$ cat config.mk
export PLATFORM = sky130hd
export DESIGN_NAME = uart_rx
export DESIGN_NICKNAME = d
export VERILOG_FILES = /design/src/rtl/uart_rx.sv
export SDC_FILE = /design/constraint.sdc
export NUM_CORES = 1
export LEC_CHECK = 0
export CAP_MARGIN = 40
export CORE_UTILIZATION = 25
export CTS_CLUSTER_DIAMETER = 50
export DETAILED_ROUTE_END_ITERATION = 7
export GPL_TIMING_DRIVEN = 0
export PLACE_DENSITY = 0.42
export SLEW_MARGIN = 40
export SYNTH_ARGS = -nofsm -noshare
export SYNTH_HDL_FRONTEND = slang
export SYNTH_SLANG_ARGS = --single-unit
$ cat constraint.sdc
create_clock -name clk -period 2.3 [get_ports clk]
set_clock_uncertainty 0.2 [all_clocks]
set_input_delay 0.23 -clock clk [delete_from_list [all_inputs] [get_ports clk]]
set_output_delay 0.23 -clock clk [all_outputs]
set_load 0.02 [all_outputs]
$ cat src/rtl/uart_rx.sv
// -----------------------------------------------------------------------------
// uart_rx
//   8N1 UART receiver. The serial line is resynchronised with two flops and
//   then sampled at bit centres by a counter-timed FSM. A good frame updates
//   data_byte and pulses flag. A frame whose stop bit samples low pulses
//   frame_err and then waits for the line to return high.
//
// Parameters
//   CLKS_PER_BIT  system clocks per serial bit (>= 4)
//
// Ports
//   clk        in   system clock, rising edge
//   rst_n      in   asynchronous active-low reset
//   data_line  in   serial input, idles high, LSB first
//   flag       out  one-cycle pulse: new byte on data_byte
//   data_byte  out  last correctly framed byte
//   frame_err  out  one-cycle pulse: stop bit sampled low
// -----------------------------------------------------------------------------
module uart_rx #(
    parameter int CLKS_PER_BIT = 8
) (
    input  logic       clk,
    input  logic       rst_n,
    input  logic       data_line,
    output logic       flag,
    output logic [7:0] data_byte,
    output logic       frame_err
);

    localparam int H     = CLKS_PER_BIT / 2;
    localparam int CNT_W = $clog2(CLKS_PER_BIT);

    localparam logic [CNT_W-1:0] CNT_LAST  = CNT_W'(CLKS_PER_BIT - 1);
    localparam logic [CNT_W-1:0] HALF_LAST = CNT_W'(H - 1);
    localparam logic [CNT_W-1:0] CNT_ONE   = CNT_W'(1);

    typedef enum logic [2:0] {
        ST_IDLE      = 3'd0,
        ST_START     = 3'd1,
        ST_DATA      = 3'd2,
        ST_STOP      = 3'd3,
        ST_WAIT_IDLE = 3'd4
    } state_t;

    state_t           state_q, state_d;
    logic [1:0]       sync_q, sync_d;
    logic [CNT_W-1:0] cnt_q, cnt_d;
    logic [2:0]       idx_q, idx_d;
    logic [7:0]       sh_q, sh_d;
    logic [7:0]       byte_q, byte_d;
    logic             flag_q, flag_d;
    logic             ferr_q, ferr_d;
    logic             rx_s;

    // Synchronised view of the line; every FSM decision uses this bit only.
    assign rx_s   = sync_q[1];
    assign sync_d = {sync_q[0], data_line};

    // Next-state and datapath logic for the receive FSM.
    always_comb begin
        state_d = state_q;
        cnt_d   = cnt_q;
        idx_d   = idx_q;
        sh_d    = sh_q;
        byte_d  = byte_q;
        flag_d  = 1'b0;
        ferr_d  = 1'b0;
        case (state_q)
            ST_IDLE: begin
                if (!rx_s) begin
                    state_d = ST_START;
                    cnt_d   = '0;
                end else begin
                    state_d = ST_IDLE;
                end
            end
            ST_START: begin
                // Re-check the start bit half a bit later to reject glitches.
                if (cnt_q == HALF_LAST) begin
                    cnt_d = '0;
                    if (!rx_s) begin
                        state_d = ST_DATA;
                        idx_d   = 3'd0;
                    end else begin
                        state_d = ST_IDLE;
                    end
                end else begin
                    cnt_d = cnt_q + CNT_ONE;
                end
            end
            ST_DATA: begin
                if (cnt_q == CNT_LAST) begin
                    sh_d[idx_q] = rx_s;
                    cnt_d       = '0;
                    if (idx_q == 3'd7) begin
                        state_d = ST_STOP;
                        idx_d   = 3'd0;
                    end else begin
                        idx_d = idx_q + 3'd1;
                    end
                end else begin
                    cnt_d = cnt_q + CNT_ONE;
                end
            end
            ST_STOP: begin
                if (cnt_q == CNT_LAST) begin
                    cnt_d = '0;
                    if (rx_s) begin
                        byte_d  = sh_q;
                        flag_d  = 1'b1;
                        state_d = ST_IDLE;
                    end else begin
                        ferr_d  = 1'b1;
                        state_d = ST_WAIT_IDLE;
                    end
                end else begin
                    cnt_d = cnt_q + CNT_ONE;
                end
            end
            ST_WAIT_IDLE: begin
                // A line held low after a bad stop must not look like a new start.
                if (rx_s) begin
                    state_d = ST_IDLE;
                end else begin
                    state_d = ST_WAIT_IDLE;
                end
            end
            default: begin
                state_d = ST_IDLE;
                cnt_d   = '0;
                idx_d   = 3'd0;
            end
        endcase
    end

    // State, counters, synchroniser and registered outputs.
    always_ff @(posedge clk or negedge rst_n) begin
        if (!rst_n) begin
            state_q <= ST_IDLE;
            sync_q  <= 2'b11;
            cnt_q   <= '0;
            idx_q   <= 3'd0;
            sh_q    <= 8'h00;
            byte_q  <= 8'h00;
            flag_q  <= 1'b0;
            ferr_q  <= 1'b0;
        end else begin
            state_q <= state_d;
            sync_q  <= sync_d;
            cnt_q   <= cnt_d;
            idx_q   <= idx_d;
            sh_q    <= sh_d;
            byte_q  <= byte_d;
            flag_q  <= flag_d;
            ferr_q  <= ferr_d;
        end
    end

    assign flag      = flag_q;
    assign data_byte = byte_q;
    assign frame_err = ferr_q;

endmodule

==> impl_metrics.csv <==
group,metric,value,unit
status,status,"finished clean",
grt,grt_pass1_vias,881,
synth,ys_ff_latch,29,
layout,area_growth,25.89,%
grt,grt_max_degree,30,
synth,synthArstFlopShare,100.0,%
grt,met2_usage,16.22,%
drt,vias_per_cell,4.421,
cts,cts_setup_buffers,0,
layout,diodes,0,
cts,insertion_delay,280,ps
setup_path,path_cells,"ha_1, ha_1, and4b_1, nand2_2, mux2_2",
drt,route.detailed.drc,0,
sta,setup_violations,0,
die,ios,13,
drt,drt_iter0_markers,37,
setup_path,r2r-start,"cnt_q[0]$_DFFE_PN0P_",
synth,yosysSeqAreaShare,54.39,%
power_and_ir_drop,p_sw,407.8,uW
placed_design,portBuffers,12,
setup_path,cp_data_arrival_time,1980,ps
die,initial_core_util,26.05,%
layout,fin_area,1685,sq um
sta,min_period,2020,ps
setup_path,startpoint_type,"flop",
setup_path,crit_path_frequent_cell,"ha_1",
power_and_ir_drop,switching_share,26.15,%
synth,synth.avg_cell_area,12.87,sq um
cts,ctsHoldBuffers,1,
drt,routedWlPerCell,12.32,um
synth,syn_area,1339,sq um
power_and_ir_drop,peakVddDrop,0.5645,mV
grt,grt_util_met3,3.614,%
cts,post_cts_resized,0,
drt,wl,2403,um
synth,syn_nets,114,
synth,synth_edf_count,0,
setup_path,criticalPathCategory,"flop to flop",
power_and_ir_drop,power.density,925.0,nW/um^2
grt,grt_use_met1,13.41,%
sta,clock.fmax,0.4951,GHz
setup_path,critPathSlowestCell,"dfrtp_1",
die,die_x,75.18,um
setup_path,crit_fanout,9,
setup_path,required,2260,ps
power_and_ir_drop,power,1559,uW
power_and_ir_drop,p_leak,0.0007725,uW
drt,ant_nets,0,
grt,track_usage,10.56,%
die,die_y,75.18,um
setup_path,critPathMaxStageDelay,390,ps
grt,antenna_found_initial,0,
die,die-area,5652,sq um
cts,clock_sinks,29,
synth,yosys_warnings,0,
setup_path,startpoint,"cnt_q[0]$_DFFE_PN0P_",
placed_design,place_hpwl,1669,um
grt,grt_overflow,0,
cts,cts_max_level,2,
sta,fin_tns_setup,0,ps
sta,min_period_over_period,87.82,%
grt,grt_pass1_wl,4271,um
sta,worst_pin_slew,644.4,ps
min_path,hold_path.startpoint,"data_line",
placed_design,place_area,1541,sq um
setup_path,end_kind,"flop",
cts,cts_inserted_buffers,5,
synth,syn_inst,104,
drt,via_count,862,
flow_run,drv_cap,0,
placed_design,place_congestion,0.7104,
cts,cts_tree,"done",
layout,fin_nets,134,
power_and_ir_drop,combinationalPowerShare,20.4,%
sta,hold_viol_final,0,
power_and_ir_drop,p_int,1151,uW
sta,slew_headroom,57.04,%
layout,drive_above_1_share,27.20,%
die,core_area,5140,sq um
cts,root_buffer,"clkbuf_8",
sta,rsz0062_at_grt,"false",
min_path,worst_hold_path_type,"input pin to flop",
power_and_ir_drop,p_seq_share,39.4,%
sta,final-max-slew-violation-count,0,
die,rows,26,
cts,cts_buffer_depth,2,
power_and_ir_drop,power_frac_clock,40.3,%
grt,busiest_layer,"met2",
cts,clk_pin_slew,60,ps
layout,fin_util,32.79,%
synth,synth_cell_types,32,
drt,dr.pass1.iters,4,
synth,ys.flop_type,"dfrtp_1",
setup_path,reg2reg_slack,280,ps
-- flip-flops by register name (all words and copies together), names as in the netlist --
register   cells
data_byte      8
cnt_q          3
sh_q           8
frame_err      1
state_q        3
flag           1
idx_q          3
sync_q         2
-- through the flow --
step,hold slack (ps),instances,setup WS [ps]
5_1_grt,141.2,195,146.7
2_1_floorplan,-265.6,104,449.6
4_1_cts,141.2,195,227.2
3_3_place_gp,146.7,186,269.2
6_report,150.4,195,280.1
3_5_place_dp,110.8,186,236.4
-- Yosys cell counts (all sizes together) (2+ instances only) --
cell	number	area share, %
clkbuf	2	0.56
dfstp	2	3.9
dfrtp	27	50
or4b	2	1.8
nor2	10	2.8
ha	7	6.5
nor3	5	2.6
mux2	17	14
buf	2	0.75
inv	4	1.1
a22o	4	2.6
nand2	4	1.3
nand2b	3	1.4
-- cell families after synthesis --
logic type                 synth area share, %
buffers and inverters                    2.430
and+or+nand+nor                          14.86
DFF                                      54.39
AOI/OAI and AO/OA                        5.794
muxes                                    15.98
adders and majority gates                6.542
-- cell type report --
class	count	area (sq um)
Tap cell	70	87.58
Clock inverter	3	65.06
Sequential cell	29	728.2
Buffer	4	17.52
Timing Repair Buffer	13	125.1
Clock buffer	5	68.82
Inverter	4	15.01
Multi-Input combinational cell	67	578.1
Fill cell	548	3455
-- cell usage in the layout (no fill, tap or decap), types with 2 or more instances in the layout --
cell,netlist,final
a22o_1,4,4
buf_2,2,3
bufinv_16,0,2
clkbuf_1,2,2
clkbuf_8,0,5
clkdlybuf4s50_1,0,11
dfrtp_1,27,27
dfstp_2,2,2
ha_1,7,7
inv_1,4,4
mux2_2,16,16
nand2_1,3,3
nand2b_1,3,3
nor2_1,10,10
nor3_1,3,3
nor3_2,2,2
-- worst max-delay path, delay by kind of cell, from the launching register on --
kind / cells / cell delay [ps]
adder cells (fa/ha/maj): 2 / 520
multiplexers: 1 / 370
AND/OR/NAND/NOR: 2 / 430
flip-flops: 1 / 390
-- power by group through the flow --
stage / Combinational, uW / Sequential, uW / Clock [uW]
4_1_cts: 324 / 615 / 645
3_5_place_dp: 321 / 625 / 0
3_3_place_gp: 315 / 622 / 0
6_report: 317 / 614 / 628
2_1_floorplan: 248 / 613 / 0
5_1_grt: 366 / 628 / 670
-- final timing paths --
kind                                             to  cells past startpoint
setup / recovery           data_byte[7]$_DFFE_PN0P_                      5
hold / removal                  sync_q[0]$_DFF_PN1_                      1
setup reg to reg           data_byte[7]$_DFFE_PN0P_                      5
hold reg to reg                 sync_q[1]$_DFF_PN1_                      0
max in group asynchronous  data_byte[7]$_DFFE_PN0P_                      2
min in group asynchronous  data_byte[1]$_DFFE_PN0P_                      2
-- per-layer routing --
metal | vias to the layer above | routed length [um]
met4 | 0 | 41
li1 | 415 | -
met2 | 18 | 1104
met1 | 422 | 1167
met5 | - | 0
met3 | 7 | 90
No activity file was read; power rests on OpenSTA's default activity.
